$ cat src/rtl/game_constants.sv
// ---------------------------------------------------------------------------
// game_constants : playfield and bullet geometry shared by all game blocks
// Revision: 1.0
// ---------------------------------------------------------------------------
`ifndef GAME_CONSTANTS_SV
`define GAME_CONSTANTS_SV
`default_nettype none

`define WIDTH                 640
`define FRAME_WIDTH           8
`define BULLET_WIDTH          4
`define BULLET_STARTING_POS_X 40
`define BULLETS_PER_CANNON    4

`default_nettype wire
`endif

$ cat src/rtl/cannon_bullets_pkg.sv
// ---------------------------------------------------------------------------
// cannon_bullets_pkg : slot record type and lane geometry for cannon_bullets
// Revision: 1.0
// ---------------------------------------------------------------------------
`include "game_constants.sv"
`default_nettype none

package cannon_bullets_pkg;

   localparam int POS_W = 11;
   localparam int ADD_W = 12;

   typedef struct packed {
      logic             active;
      logic [POS_W-1:0] pos;
   } slot_t;

   localparam slot_t SLOT_IDLE = '{active: 1'b0, pos: POS_W'(`BULLET_STARTING_POS_X)};

   // A bullet whose leading edge would cross this after its next step is retired.
   localparam logic [ADD_W-1:0] RIGHT_LIMIT = ADD_W'(`WIDTH - `FRAME_WIDTH);

endpackage

`default_nettype wire

$ cat src/rtl/cannon_bullets_bullet_slot.sv
// ---------------------------------------------------------------------------
// bullet_slot : one bullet slot (position, active flag, retirement)
// Revision: 1.0
// ---------------------------------------------------------------------------
`include "game_constants.sv"
`default_nettype none

module bullet_slot
   import cannon_bullets_pkg::*;
#(
   parameter int BULLET_SPEED = 4
)(
   input  logic             logclk,
   input  logic             rst,
   input  logic             clear,
   input  logic             freeze,
   input  logic             hit,
   input  logic             launch,
   output logic             active,
   output logic [POS_W-1:0] pos
);

   slot_t            slot_q, slot_d;
   logic [ADD_W-1:0] next_pos;
   logic [ADD_W-1:0] reach;

   always_comb begin
      slot_d   = slot_q;
      next_pos = {1'b0, slot_q.pos} + ADD_W'(BULLET_SPEED);
      reach    = next_pos + ADD_W'(`BULLET_WIDTH);
      if (clear) begin
         slot_d = SLOT_IDLE;
      end else if (slot_q.active) begin
         // Hits retire even while frozen; the edge test only runs while moving.
         if (hit || (!freeze && (reach >= RIGHT_LIMIT))) begin
            slot_d = SLOT_IDLE;
         end else if (!freeze) begin
            slot_d.pos = next_pos[POS_W-1:0];
         end
      end else if (launch) begin
         slot_d.active = 1'b1;
         slot_d.pos    = POS_W'(`BULLET_STARTING_POS_X + BULLET_SPEED);
      end
   end

   always_ff @(posedge logclk or posedge rst) begin
      if (rst) begin
         slot_q <= SLOT_IDLE;
      end else begin
         slot_q <= slot_d;
      end
   end

   assign active = slot_q.active;
   assign pos    = slot_q.pos;

endmodule

`default_nettype wire

$ cat src/rtl/cannon_bullets.sv
// ---------------------------------------------------------------------------
// cannon_bullets : bullet lane with launch arbitration, cooldown and ammo.
// CANNON_BULLETS_AMMO_LIMIT_EN selects finite ammo. Revision: 1.0
// ---------------------------------------------------------------------------
`include "game_constants.sv"
`default_nettype none

module cannon_bullets
   import cannon_bullets_pkg::*;
#(
   parameter int NUM_BULLETS  = `BULLETS_PER_CANNON,
   parameter int BULLET_SPEED = 4,
   parameter int COOLDOWN     = 32,
   parameter int AMMO_INIT    = 20
)(
   input  logic                         logclk,
   input  logic                         rst,
   input  logic                         btn_c,
   input  logic                         fire_btn,
   input  logic                         global_gameover,
   input  logic [NUM_BULLETS-1:0]       hit_mask,
   output logic [POS_W*NUM_BULLETS-1:0] line_bullet_pos_x,
   output logic [NUM_BULLETS-1:0]       bullets_active,
   output logic                         fire_ack,
   output logic [7:0]                   ammo_left
);

   localparam int CD_W = (COOLDOWN > 1) ? $clog2(COOLDOWN) : 1;

   logic                   fire_prev_q, fire_prev_d;
   logic                   fire_ack_q, fire_ack_d;
   logic [CD_W-1:0]        cooldown_q, cooldown_d;
   logic [NUM_BULLETS-1:0] free_slots;
   logic [NUM_BULLETS-1:0] launch_sel;
   logic                   fire_edge;
   logic                   ammo_ok;
   logic                   launch;

   assign free_slots = ~bullets_active;
   // Isolates the lowest set bit, i.e. the lowest-index free slot.
   assign launch_sel = free_slots & (~free_slots + NUM_BULLETS'(1));
   assign fire_edge  = fire_btn & ~fire_prev_q;
   assign launch     = fire_edge && !btn_c && !global_gameover &&
                       (cooldown_q == '0) && (|free_slots) && ammo_ok;

   always_comb begin
      fire_prev_d = btn_c ? 1'b1 : fire_btn;
      fire_ack_d  = launch;
      cooldown_d  = cooldown_q;
      if (btn_c) begin
         cooldown_d = '0;
      end else if (launch) begin
         cooldown_d = CD_W'(COOLDOWN - 1);
      end else if (!global_gameover && (cooldown_q != '0)) begin
         cooldown_d = cooldown_q - CD_W'(1);
      end
   end

   always_ff @(posedge logclk or posedge rst) begin
      if (rst) begin
         fire_prev_q <= 1'b1;
         fire_ack_q  <= 1'b0;
         cooldown_q  <= '0;
      end else begin
         fire_prev_q <= fire_prev_d;
         fire_ack_q  <= fire_ack_d;
         cooldown_q  <= cooldown_d;
      end
   end

   assign fire_ack = fire_ack_q;

`ifdef CANNON_BULLETS_AMMO_LIMIT_EN
   logic [7:0] ammo_q, ammo_d;

   assign ammo_ok = (ammo_q != 8'd0);

   always_comb begin
      ammo_d = ammo_q;
      if (btn_c) begin
         ammo_d = 8'(AMMO_INIT);
      end else if (launch) begin
         ammo_d = ammo_q - 8'd1;
      end
   end

   always_ff @(posedge logclk or posedge rst) begin
      if (rst) begin
         ammo_q <= 8'(AMMO_INIT);
      end else begin
         ammo_q <= ammo_d;
      end
   end

   assign ammo_left = ammo_q;
`else
   assign ammo_ok   = 1'b1;
   // Unlimited ammo reads as all ones regardless of AMMO_INIT.
   assign ammo_left = 8'hFF | 8'(AMMO_INIT);
`endif

   for (genvar i = 0; i < NUM_BULLETS; i++) begin : g_slot
      bullet_slot #(
         .BULLET_SPEED (BULLET_SPEED)
      ) u_slot (
         .logclk (logclk),
         .rst    (rst),
         .clear  (btn_c),
         .freeze (global_gameover),
         .hit    (hit_mask[i]),
         .launch (launch & launch_sel[i]),
         .active (bullets_active[i]),
         .pos    (line_bullet_pos_x[POS_W*i +: POS_W])
      );
   end

endmodule

`default_nettype wire

$ cat config.mk
export PLATFORM = sky130hd
export DESIGN_NAME = cannon_bullets
export DESIGN_NICKNAME = d
export VERILOG_FILES = /design/src/rtl/cannon_bullets_pkg.sv /design/src/rtl/cannon_bullets_bullet_slot.sv /design/src/rtl/cannon_bullets.sv
export VERILOG_INCLUDE_DIRS = /design/src /design/src/rtl
export SDC_FILE = /design/constraint.sdc
export NUM_CORES = 1
export LEC_CHECK = 0
export ABC_AREA = 1
export CAP_MARGIN = 15
export CORE_ASPECT_RATIO = 0.8
export CORE_MARGIN = 1.5
export CORE_UTILIZATION = 25
export CTS_CLUSTER_DIAMETER = 30
export CTS_CLUSTER_SIZE = 24
export DETAILED_ROUTE_END_ITERATION = 7
export GPL_ROUTABILITY_DRIVEN = 0
export PLACE_DENSITY_LB_ADDON = 0.05
export SLEW_MARGIN = 10
export SYNTH_ARGS = -nofsm -noshare
export SYNTH_HDL_FRONTEND = slang
export SYNTH_HIERARCHICAL = 1
export SYNTH_SLANG_ARGS = --single-unit
$ cat constraint.sdc
create_clock -name logclk -period 2.3 [get_ports logclk]
set_input_delay 0.69 -clock logclk [delete_from_list [all_inputs] [get_ports logclk]]
set_output_delay 0.69 -clock logclk [all_outputs]
set_load 0.02 [all_outputs]
* Word level (Yosys, flattened, before mapping) *
Cells that the tools add are included.

cells by class
  $add $sub $neg = 10
  multiply operators = 0
  divide/modulo/power cells = 0
  magnitude comparators = 4
  equal/unequal tests = 4
  shift operators = 0
  mux-type cells = 28
  bitwise operators = 9
  reduce and logical (&&, ||, !) cells = 27

operators with widths
  kind                                                                                   number
  12-bit 2-to-1 mux                                                                      12
  11-bit 2-to-1 mux                                                                      8
  11-bit by 3-bit adder with 12-bit output, second input constant                        4
  12-bit by 3-bit adder with 12-bit output, second input constant                        4
  12-bit by 10-bit greater-or-equal comparator with 1-bit output, second input constant  4
  4-bit inequality test, second input constant                                           4
  5-bit 2-to-1 mux                                                                       3
  3-bit nonzero test                                                                     5
  1-bit logical AND                                                                      9
  4-bit NOT                                                                              2
  2-bit AND reduction                                                                    4
  1-bit bitwise AND                                                                      5
  5-bit zero test                                                                        1
  1-bit 2-to-1 mux                                                                       5
  5-bit nonzero test                                                                     1
  5-bit by 1-bit subtractor with 5-bit output, second input constant                     1
  4-bit by 1-bit adder with 4-bit output, second input constant                          1
  4-bit bitwise AND                                                                      1
  1-bit logical OR                                                                       4
  4-bit OR reduction                                                                     1
  1-bit zero test                                                                        2
  1-bit NOT                                                                              1

storage, ports and cells
  bits in registers = 55
  latch bits = 0
  bits in writable memories = 0
  memory bits (read-only) = 0
  input port bits = 9
  output and inout port bits = 57
  logic and storage cells = 93
  memories kept = 0

* Depth between registers and ports, before layout *
  depth after elaboration = 10
  mapped depth = 16
  gate-level depth less buffers = 15

* Cells and area by module *
The synthesis kept the hierarchy.

by module, submodules not included
  module          times used  cells an instance  area each (µm²)  sequential area each (µm²)
  bullet_slot     4           139                882.1            252.7
  cannon_bullets  1           70                 536.8            176.4

* Worst setup path before layout *
OpenSTA, ideal clock, no wires.

  path type = input-to-reg
  start = input fire_btn
  end = register g_slot[1].u_slot.slot_q (netlist bit g_slot[1].u_slot/pos[8])
  library setup time = 0.077 ns
  arrival = 2.244 ns
  required time = 2.223 ns
  slack = -0.021 ns
  cell stages on the path = 13
  path buffers = 1
  path through = inv_1 nor2_1 nand2_1 nor2_2 nand2_4 buf_6 nor3b_2 nor2_1 a31oi_1 nor2_1 nor3_1 nand3_1 o21ai_1

between the ends
  word-level cells in the longest chain between the ends = 8

ends and longest elaborated chain
  element                         RTL line                          source
  from (decl)                     cannon_bullets.sv:19              input logic fire_btn,
  1-bit bitwise AND               cannon_bullets.sv:42              assign fire_edge = fire_btn & ~fire_prev_q;
  1-bit logical AND (3 in a row)  cannon_bullets.sv:43              assign launch = fire_edge && !btn_c && !global_gameover &&
  1-bit logical AND               cannon_bullets.sv:44              (cooldown_q == '0) && (|free_slots) && ammo_ok;
  1-bit bitwise AND               cannon_bullets.sv:111             .launch (launch & launch_sel[i]),
  3-bit nonzero test (no line)    --
  2-bit AND reduction (no line)   --
  to (signal assigned)            cannon_bullets_bullet_slot.sv:50  slot_q <= slot_d;
  to (decl)                       cannon_bullets_bullet_slot.sv:23  slot_t slot_q, slot_d;

No other way between the ends.
A chain may end at the register's enable or synchronous reset.

* Final worst setup path *
  start = register g_slot[1].u_slot.slot_q (netlist bit g_slot[1].u_slot/pos[5])
  end = output line_bullet_pos_x[16]

RTL lines
  element    RTL line              source
  to (decl)  cannon_bullets.sv:22  output logic [POS_W*NUM_BULLETS-1:0] line_bullet_pos_x,

No word-level cell between the ends.

==> results.md <==
* Asr flop ratio synth at between 90% and 100%
* Main combinational cell family by area after synthesis: simple AND/OR/NAND/NOR gates
* Vias in the first global route at around 3800
* Row cnt at between 40 and 50
* Post-synthesis compound-gate area fraction at under 10%
* Yosys top cell area share at between 20% and 30%
* Simple-Gate Fraction of Synth Area at ~44%
* Initial antenna violation count at 0
* Die area at between 15000 and 20000 um^2
* Vias per cell at between 4 and 5
* EDFF count, synth at 0
* Root Driver: clkbuf_16
* Max Cap Violations at 0
* Via Count at 4113
* Total grt overflow at 0
* Post-synthesis register bit count at 47
* Synthesized area per cell at 6.494 um^2
* Worst path depth at 1
* Post-synthesis adder-cell area fraction at under 10%
* Req. time, crit path at between 1.5 and 2 ns
* Critical path class: flip-flop to output port
* Largest net degree at the start of global routing at 19
* Area growth syn-to-layout at 30.07%
* Final ANT Viol Nets at 0
* Drt first-iter violations at around 210
* Synth Area in XOR/XNOR at less than 1%
* R2R Path Start: cooldown_q[0]
* Overall Global Routing Usage at ~14%
* Layout Nets at between 700 and 800
* RSZ-0062 raised after global routing: no
* Min-delay src: cooldown_q[4]
* Seq/Total Area, Yosys at between 20% and 30%
* Hold path cells at 2
* Multiplexer area fraction after synthesis at 0%
* DIE HEIGHT at about 120 um
* Pleak at 0.002594 uW
* R2R depth at 13
* P_sw at a little over 700 uW
* H-tree levels at 2
* Io pins at between 60 and 70
* Post-DP Area at 4957 um^2
* Number of port buffers at 49
* Detailed Routing Iterations Pass 1 at 4
* Placed wire-length estimate at slightly above 9 mm
* Slowest stage cell, crit path: clkdlybuf4s50_1
* # DRC at 0
* Setup crit end kind: output port
* Sequential cell area at 1189 um^2
* CP Data Arrival Time at between 1.5 and 2 ns
* # placed instances at about 910
* Fin area at roughly 5300 um^2
* Part of the power in the clock network at 34.0%
* First-pass GRT wire length at between 15 and 20 mm
* Synth Instances at around 630
* Tmin final at roughly 2.2 ns
* Most used DFF post-synth: dfrtp_1
* Synth cell types at 32
* P per Cell Area at approximately 420 nW/um^2
* DR WL/cell at about 13 um
* Net Sw Frac at about a third
* CTS tree: built
* Initial core utilization at between 20% and 30%
* Final Non-Filler Cells at roughly 930
* Setup-failing EPs final at 0
* Worst-case clock buffer depth at 2
* Fillers at 1733
* Top-count cell post-synth: nand2_1
* Clock transition at path regs at about 0.07 ns
* Largest delay share family, worst path: buffers and inverters
* Drt total wl at 11.77 mm
* Fmax at approximately 450 MHz
* CTS Hold Buffers Added at 0
* Fin crit share at 97.42%
* Share of layout cells above drive strength 1 at 18.77%
* Crit-path max cell delay at roughly 0.63 ns
* Clock Sinks at 47
* Fin worst setup slack at between 0.05 and 0.06 ns
* Critical path buffer and inverter count at 1
* Worst min path class: flip-flop to flip-flop
* Mapped cell area at approximately 4100 um^2
* Core Area at between 15000 and 20000 um^2
* Status: complete, no violations
* Worst skew pair latency at about 0.3 ns
* DP Worst Slack at -0.5509 ns
* Critical Path, Cell by Cell: clkdlybuf4s50_1
* Synth top area cells: dfrtp_1 (23%), nand2_1 (17%), inv_1 (9.0%), nand3_1 (7.5%), dfstp_2 (5.8%)
* Die X at between 100 and 150 um
* CP max FO at 8
* Sequential power share at a little over two fifths
* Largest area contributor in the netlist: dfrtp_1
* Synth Warn # at 6
* Peak VDD IR at approximately 250 uV
* Worst setup path start: g_slot[1].u_slot/pos[5]
* Pint at between 1000 and 1500 uW
* Comb pwr share at 24.0%
* Area taken by multi-input logic gates at ~2500 um^2
* Final hold vios at 0
* Antenna diode count at 0
* Flop2flop setup slack at 0.16 ns
* Total CTS buffers at 5
* Final setup skew at between 0.01 and 0.015 ns
* Slew Viols, Final at 0
* Worst setup SP type: flip-flop
* Top cells by count, synth: nand2_1 (185), inv_1 (97), nand3_1 (61), nor2_1 (49), dfrtp_1 (38)
## path summary, 6_finish.rpt
| kind | endpoint |
|---|---|
| min in group asynchronous | fire_ack |
| max in group asynchronous | g_slot[3].u_slot/pos[3] |
| hold / removal | cooldown_q[4] |
| setup reg to reg | g_slot[2].u_slot/pos[8] |
| hold reg to reg | cooldown_q[4] |
| setup / recovery | line_bullet_pos_x[16] |
## flip-flops by register name (all words and copies together), names as in the netlist
name	count
cooldown_q	5
fire_ack	1
fire_prev_q	1
g_slot.u_slot/active	4
g_slot.u_slot/pos	36
## cell usage in the layout, fill, tap and decap left out, types with 3 or more instances in the layout
| master | n |
|---|---|
| o21ai_1 | 7 |
| nor2_1 | 47 |
| nand2_2 | 20 |
| nor2_4 | 13 |
| dfstp_2 | 9 |
| conb_1 | 16 |
| o22ai_1 | 6 |
| nand2_1 | 185 |
| ha_1 | 8 |
| a31oi_1 | 3 |
| o21a_1 | 4 |
| buf_4 | 37 |
| nand3_4 | 3 |
| nand3_1 | 58 |
| ha_4 | 3 |
| o21bai_1 | 4 |
| a21oi_1 | 12 |
| o21ai_0 | 23 |
| inv_2 | 8 |
| clkbuf_16 | 5 |
| clkdlybuf4s50_1 | 46 |
| nand3_2 | 9 |
| inv_1 | 93 |
| nor2_2 | 7 |
| dfrtp_1 | 37 |
| nand4_1 | 24 |
## through the flow
step,setup TNS (ns),hold slack (ns),utilization (%),power [uW]
after global routing,0,0.5608,33.36,2338
after floorplan,0,0.4831,-,1276
final,0,0.5335,33.36,2207
after global placement,-14.07,0.5001,31.27,1391
after CTS,0,0.5342,32.39,2158
after detailed placement,-14.25,0.5183,31.27,1395
## logic make-up (layout without fill, tap and decap cells)
kind of cell / Yosys count / count (layout)
AND/OR/NAND/NOR: 375 / 375
buffers and inverters: 119 / 196
AO/OA/AOI/OAI: 66 / 66
flip-flops: 47 / 47
adder cells (fa/ha/maj): 13 / 13
other: 5 / 16
XOR/XNOR: 1 / 1
## power groups by stage
stage,sequential (uW),combinational (uW),clock [uW]
CTS,925,459,774
finish,927,530,749
floorplan,940,336,0
global placement,940,451,0
global route,934,596,807
detailed placement,940,455,0
## layout make-up
| type | instances | share of cell area (%) |
|---|---|---|
| clock buffer | 7 | 2.508 |
| clock inverter | 1 | 0.09465 |
| inverter | 102 | 7.265 |
| multi-input combinational | 471 | 48.20 |
| sequential | 47 | 22.48 |
| tap | 215 | 5.088 |
| timing repair buffer | 86 | 14.36 |
## timing repair
| action | CTS | global route |
|---|---|---|
| pin swaps | 10 | 17 |
| gates cloned | 0 | 0 |
| setup buffers | 4 | 4 |
| resized for setup | 6 | 35 |
| endpoints found under the setup margin | 32 | 33 |
## metal layers
| metal | routed length [um] | vias to the layer above | track usage [%] |
|---|---|---|---|
| li1 | - | 2150 | - |
| met1 | 6292 | 1886 | 20.97 |
| met2 | 4934 | 69 | 21.49 |
| met3 | 453 | 8 | 2.248 |
| met4 | 91 | 0 | 3.061 |
| met5 | 0 | - | 0 |
(Power assumes the default switching activity.)
